==> src/rtl/keccak_pkg.sv <==
// Shared Keccak constants, the absorb/squeeze lane interleave and the squeeze FSM states.
package keccak_pkg;

    localparam int LANE_W     = 64;
    localparam int STATE_W    = 1600;
    localparam int RATE       = 1088;
    localparam int RATE_WORDS = RATE / LANE_W;

    // State slot holding linear rate word i; the absorb stage writes with the same map.
    function automatic int lane_slot(input int i);
        return 24 - 5 * (i % 5) - (i / 5);
    endfunction

    typedef enum logic [1:0] {
        SQ_IDLE      = 2'd0,
        SQ_STREAM    = 2'd1,
        SQ_WAIT_PERM = 2'd2
    } sq_state_e;

endpackage

==> src/rtl/keccak_lane_unmap.sv <==
// Combinational de-interleave: lane-ordered state array to linear rate words.
module keccak_lane_unmap
    import keccak_pkg::*;
(
    input  logic [STATE_W-1:0] state_in,
    output logic [RATE-1:0]    rate_out
);

    for (genvar i = 0; i < RATE_WORDS; i++) begin : g_word
        assign rate_out[i*LANE_W +: LANE_W] = state_in[lane_slot(i)*LANE_W +: LANE_W];
    end

    // Capacity lanes are intentionally dropped here.
    logic unused_capacity;
    assign unused_capacity = ^state_in;

endmodule

==> src/rtl/keccak_squeeze.sv <==
// Squeeze stage: captures the rate part of a permuted state and streams the digest
// as 64-bit words, requesting further permutations when a rate block is exhausted.
module keccak_squeeze
    import keccak_pkg::*;
#(
    parameter int OUT_WORDS = 4
) (
    input  logic                clk,
    input  logic                rst_n,
    input  logic                start,
    input  logic [STATE_W-1:0]  state_in,
    output logic                perm_req,
    input  logic                perm_done,
    output logic [LANE_W-1:0]   dout,
    output logic                dout_valid,
    input  logic                dout_ready,
    output logic                dout_last,
    output logic                busy,
    output logic                done
);

    localparam logic [7:0] LAST_CNT = 8'(OUT_WORDS - 1);
    localparam logic [4:0] LAST_IDX = 5'(RATE_WORDS - 1);

    sq_state_e       state_q, state_d;
    logic [RATE-1:0] rate_vec;
    logic [RATE-1:0] buf_q;
    logic [4:0]      word_idx_q;
    logic [7:0]      out_cnt_q;
    logic            perm_req_q, done_q;
    logic            capture, handshake, is_last;

    keccak_lane_unmap u_unmap (
        .state_in (state_in),
        .rate_out (rate_vec)
    );

    // Handshake: a word transfers on every rising edge where dout_valid and dout_ready
    // are both high; while dout_valid is high and dout_ready low, dout/dout_last hold.
    assign dout_valid = (state_q == SQ_STREAM);
    assign handshake  = dout_valid & dout_ready;
    assign is_last    = (out_cnt_q == LAST_CNT);
    assign dout       = dout_valid ? buf_q[word_idx_q*LANE_W +: LANE_W] : '0;
    assign dout_last  = dout_valid & is_last;
    assign busy       = (state_q != SQ_IDLE);
    assign perm_req   = perm_req_q;
    assign done       = done_q;

    always_ff @(posedge clk or negedge rst_n) begin
        if (!rst_n) begin
            state_q <= SQ_IDLE;
        end else begin
            state_q <= state_d;
        end
    end

    always_comb begin
        state_d = state_q;
        capture = 1'b0;
        case (state_q)
            SQ_IDLE: begin
                if (start) begin
                    state_d = SQ_STREAM;
                    capture = 1'b1;
                end
            end
            SQ_STREAM: begin
                if (handshake) begin
                    if (is_last) begin
                        state_d = SQ_IDLE;
                    end else if (word_idx_q == LAST_IDX) begin
                        state_d = SQ_WAIT_PERM;
                    end
                end
            end
            SQ_WAIT_PERM: begin
                if (perm_done) begin
                    state_d = SQ_STREAM;
                    capture = 1'b1;
                end
            end
            default: state_d = SQ_IDLE;
        endcase
    end

    always_ff @(posedge clk or negedge rst_n) begin
        if (!rst_n) begin
            buf_q      <= '0;
            word_idx_q <= '0;
            out_cnt_q  <= '0;
            perm_req_q <= 1'b0;
            done_q     <= 1'b0;
        end else begin
            perm_req_q <= handshake & ~is_last & (word_idx_q == LAST_IDX);
            done_q     <= handshake & is_last;
            if (capture) begin
                buf_q      <= rate_vec;
                word_idx_q <= '0;
            end else if (handshake) begin
                word_idx_q <= word_idx_q + 5'd1;
            end
            // The output count only restarts on a fresh start, not on a recapture.
            if (state_q == SQ_IDLE && start) begin
                out_cnt_q <= '0;
            end else if (handshake) begin
                out_cnt_q <= out_cnt_q + 8'd1;
            end
        end
    end

endmodule

==> config.mk <==
export PLATFORM = sky130hd
export DESIGN_NAME = keccak_squeeze
export DESIGN_NICKNAME = d
export VERILOG_FILES = /design/src/rtl/keccak_pkg.sv /design/src/rtl/keccak_lane_unmap.sv /design/src/rtl/keccak_squeeze.sv
export SDC_FILE = /design/constraint.sdc
export NUM_CORES = 2
export LEC_CHECK = 0
export CORE_AREA = 2 2 649 651
export CTS_CLUSTER_SIZE = 10
export DETAILED_ROUTE_END_ITERATION = 16
export DIE_AREA = 0 0 651 653
export GPL_TIMING_DRIVEN = 0
export SLEW_MARGIN = 20
export SYNTH_ARGS = -nofsm -noshare
export SYNTH_HDL_FRONTEND = slang
export SYNTH_SLANG_ARGS = --single-unit
==> constraint.sdc <==
create_clock -name clk -period 6.2 [get_ports clk]
set_clock_uncertainty 0.05 [all_clocks]
set_input_delay 0.93 -clock clk [delete_from_list [all_inputs] [get_ports clk]]
set_output_delay 0.93 -clock clk [all_outputs]
set_load 0.01 [all_outputs]
== Word level (Yosys, flattened, before mapping) ==
Cells that the tools add are included.
Storage, ports and cells
  flip-flop bits (word level): 1105
  output and inout bits: 69
  word-level logic and storage cells: 43
Operators by class
  $add $sub $neg: 2
  equality and inequality tests: 8
  shift operators: 1
  muxes and demuxes: 14
  bitwise logic cells: 6
  reductions and logical operators: 6
Operators with widths (count)
  1088-bit by 12-bit indexed part select with 64-bit output: 1
  64-bit 2-to-1 mux: 1
  8-bit 2-to-1 mux: 2
  2-bit 2-to-1 mux: 5
  5-bit 2-to-1 mux: 2
  8-bit by 1-bit adder with 8-bit output, second input constant: 1
  8-bit by 2-bit == test with 1-bit output, second input constant: 1
  2-bit case mux with 3 select lines: 1
  2-bit nonzero test: 3
  5-bit by 1-bit adder with 5-bit output, second input constant: 1
  1-bit bitwise AND: 5
  5-bit == test, second input constant: 1
  2-bit != test, second input constant: 2
  4-bit AND reduction: 1
  3-bit by 1-bit != test with 1-bit output, second input constant: 1
  2-bit by 1-bit == test with 1-bit output, second input constant: 1
  2-bit == test, second input constant: 1
  2-bit logical NOT: 1
  1-bit 2-to-1 mux: 2
  2-bit by 1-bit != test with 1-bit output, second input constant: 1
  1-bit case mux with 2 select lines: 1
  1-bit logical AND: 1
  1-bit inverter: 1

== Logic depth before layout (Yosys ltp) ==
  depth after elaboration: 5
  mapped depth: 10
  mapped depth without buffers: 5

== Modules after synthesis ==
Synthesis repeated with hierarchy kept, for this count alone.
Second synthesis, totals
  cell total of the unflattened synthesis: 6499
  area total of the unflattened synthesis: 58653.8 um^2
By module, submodules not included
  keccak_squeeze: instances 1, cells an instance 5411, area an instance 50485.9 um^2
  keccak_lane_unmap: instances 1, cells an instance 1088, area an instance 8167.8 um^2

== Least setup slack after synthesis ==
Ideal clock, no wire load.
  path type: reg2out
  from: register word_idx_q[0]
  to: output port dout[46]
  arrival time: 1.811 ns
  required time: 5.220 ns
  slack: 3.409 ns
  cell stages (with the launch flop): 7
  buffers on the path: 3
  cells stage by stage: dfrtp_1 -> buf_6 -> buf_6 -> buf_2 -> mux4_2 -> a221oi_2 -> o21ai_1
Between the ends
  longest elaborated chain between the ends: 2
Ends and longest elaborated chain
  start: declaration: line keccak_squeeze.sv:28  | logic [4:0] word_idx_q;
  start signal: assignment: line keccak_squeeze.sv:100  | word_idx_q <= word_idx_q + 5'd1;
  1088-bit by 12-bit indexed part select with 64-bit output: line keccak_squeeze.sv:43  | assign dout = dout_valid ? buf_q[word_idx_q*LANE_W +: LANE_W] : '0;
  64-bit 2-to-1 mux: line keccak_squeeze.sv:43
  end: declaration: line keccak_squeeze.sv:14  | output logic [LANE_W-1:0] dout,
No other way between the ends.

== Worst setup path after layout ==
  from: register word_idx_q[1]
  to: output port dout[5]
Same word-level chain as after synthesis.

==> reports/qor.csv <==
metric,value,unit
outcome,"complete, no violations",
Initial DRT Pass Iterations,5,
top-count cell post-synth,nand2_1,
die span in y,653,µm
Sw Share,46.0,%
leakage power,0.0341,µW
Final #Nets,8374,
Fmax achieved,168,MHz
area fraction of the dominant cell type after synthesis,54.8,%
RSZ-0062 raised after global routing,false,
# setup viols final,0,
fraction of layout cells with a size suffix above 1,12.5,%
Layout Cells excl Fill,12500,
top post-synthesis cells by area,"dfrtp_1 55%, nand2_1 25%, mux4_2 9.5%, mux2i_1 2.1%, buf_2 2.1%",
critical path required time,5.22,ns
Final Hold Viols,0,
WL final,403000,µm
min Tclk post-route,5.95,ns
post-detailed-route wirelength per cell,32.3,µm
Clock Sinks,1105,
starting DRC count in detailed routing,4538,
Port Buffers,1161,
Overflow after GRT,0,
root buffer cell,clkbuf_16,
CTS tree,built,
Worst Hold Margin,0.419,ns
"FFs w/ async S/R, synth",100,%
CP endpoint kind,primary output,
synthesized area,50500,µm²
# rows,238,
Die Area,425000,µm²
Slew @ Worst Pin,1.28,ns
vias in the first global route,47100,
Area Growth Syn to Fin,48.5,%
synthesized netlist cell count,5411,
Synthesis Warnings,0,
normalized max-slew margin,14.8,%
Clk pwr share,21.0,%
Yosys reg bits,1105,
Internal,22100,µW
CP arrival,4.97,ns
Synth top cells by count,"3315 x nand2_1, 1105 x dfrtp_1, 213 x mux4_2, 207 x buf_2, 107 x mux2i_1",
cell taking the most area after synthesis,dfrtp_1,
"Seq/Total Area, Yosys",54.8,%
P_sw,18800,µW
initial antenna violation count,273,
Syn Nets,7019,
routed vias/inst,3.80,
Util after Layout,17.9,%
max-slew violation count,0,
sequential share of power,32.1,%
Initial Util,12.1,%
Max Buffers Root-to-Sink,4,
Placeable Area,418000,µm²
Critical-path top delay cell,buf_2,
Max-Cap Viols,0,
clk_lat worst skew,0.84,ns
crit-path leading delay family,buffers and inverters,
final worst-path cycle share,95.9,%
Die X,651,µm
Comb pwr share,47.0,%
Post-route DRC,0,
Critical path buffers and inverters,4,
Crit Path Max Fanout,10,
largest net degree at the start of global routing,141,
Synth Area per Inst,9.33,µm²
total negative slack,0,ns
Synth cell types,45,
H-tree levels,4,
WS Path Type,register to primary output,
min-delay worst type,register to register,
"Reg clk slew, reported paths",0.06,ns
Placed Cells,12100,
Pwr Total,41000,µW
hpwl dp,342000,µm
post-CTS setup buffer count,0,
placer congestion estimate,0.921,
max incr delay on CP,0.79,ns
gr usage total,18.3,%
"EDFF count, synth",0,
Via Count,47400,
# IOs,1674,
Critical Path Most Common Cell,buf_2,
pwr/cell area,546,nW/µm²
nature of the critical path startpoint,register,
worst-path cell chain,buf_6 -> buf_2 -> buf_2 -> mux4_2 -> a22oi_1 -> a221oi_1 -> clkdlybuf4s50_1,
Main synth FF type,dfrtp_1,
global-route wire length before repair,500000,µm
VDD IR max,0.000228,V
total CTS buffers,150,
Detail Route Antenna Nets,0,
fill cell total of the finished layout,46500,
==> placed cells by master, fill, tap and decap left out, types with 18 or more instances in the layout <==
cell type	instances
diode_2	98
a22oi_1	33
and3_1	21
buf_4	21
mux2i_1	107
o22ai_1	25
buf_6	40
clkbuf_2	39
mux4_2	213
a221oi_1	39
a221oi_2	57
clkbuf_16	151
o21ai_1	25
buf_16	23
clkdlybuf4s50_1	1160
dfrtp_1	1105
o22ai_2	18
buf_2	209
nand2_1	3315
clkbuf_1	79
==> power groups by stage <==
| stage | sequential [µW] | clock (µW) | combinational, µW |
|---|---|---|---|
| floorplan | 11800 | 0 | 8730 |
| global placement | 13300 | 0 | 19100 |
| detailed placement | 13200 | 0 | 19800 |
| CTS | 13100 | 8790 | 19900 |
| global route | 13400 | 9030 | 20500 |
| finish | 13100 | 8590 | 19200 |
==> worst paths after layout <==
check / start / endpoint / slack [ns] / cells past startpoint
setup / recovery: word_idx_q[1] / dout[5] / 0.25 / 7
setup reg to reg: state_q[1] / buf_q[994] / 2.69 / 8
max in group asynchronous: rst_n / buf_q[833] / 2.97 / 5
hold reg to reg: buf_q[567] / buf_q[567] / 0.42 / 2
hold / removal: buf_q[567] / buf_q[567] / 0.42 / 2
min in group asynchronous: rst_n / buf_q[23] / 0.60 / 2
==> final cells by class <==
| class | instances | area [µm²] | share of cell area [%] |
|---|---|---|---|
| Inverter | 4 | 15.0 | 0.0200 |
| Buffer | 361 | 1990 | 2.65 |
| Antenna cell | 98 | 245 | 0.327 |
| Multi-Input combinational cell | 3940 | 21000 | 28.0 |
| Sequential cell | 1105 | 27700 | 36.9 |
| Timing Repair Buffer | 1204 | 12500 | 16.7 |
| Clock buffer | 197 | 4120 | 5.50 |
| Clock inverter | 38 | 487 | 0.649 |
| Tap cell | 5520 | 6910 | 9.21 |
==> metal layers <==
layer | up-vias | GRT usage [%] | part of all wire [%]
met1 | 23700 | 19.6 | 36
met4 | 182 | 11.2 | 6.8
met5 | - | 0 | 0.27
met2 | 2446 | 30.7 | 48
li1 | 20300 | - | -
met3 | 811 | 6.68 | 9.3
==> sequential cells by signal, summed over array words and instances (netlist names) <==
register and cells:
perm_req 1, buf_q 1088, out_cnt_q 8, done 1, state_q 2, word_idx_q 5
==> worst register-to-register path: stages, from the launching register on <==
cell,delay [ns]
dfrtp_1,0.36
buf_2,0.17
mux2i_1,0.14
nor2_1,0.39
buf_2,0.43
buf_2,0.84
clkbuf_1,0.87
nand2_1,0.14
nand2_1,0.09
==> cell families (layout without fill, tap and decap cells) <==
logic type / after synthesis / count (layout) / synth area share [%]
simple gates: 3385 / 3385 / 25.5
flops: 1105 / 1105 / 54.8
buf+inv: 366 / 1804 / 3.88
mux: 321 / 321 / 11.6
compound gates: 221 / 221 / 4.00
xor+xnor: 10 / 10 / 0.173
fa+ha+maj: 3 / 3 / 0.0744
other cells: 0 / 98 / 0
==> through the flow <==
stage / area (µm²) / setup WS (ns)
3_3_place_gp: 69000 / -50.40
2_1_floorplan: 50500 / 3.41
6_report: 75000 / 0.254
5_1_grt: 74900 / 0.166
3_5_place_dp: 70100 / 0.777
4_1_cts: 74700 / 0.111
==> timing repair <==
item | 4_1_cts | 5_1_grt
setup endpoints to repair | 2 | 0
hold endpoints to repair | 87 | 0
resized for setup | 1 | 0
hold buffers | 1 | 0
Power figures use the tool's default switching activity.
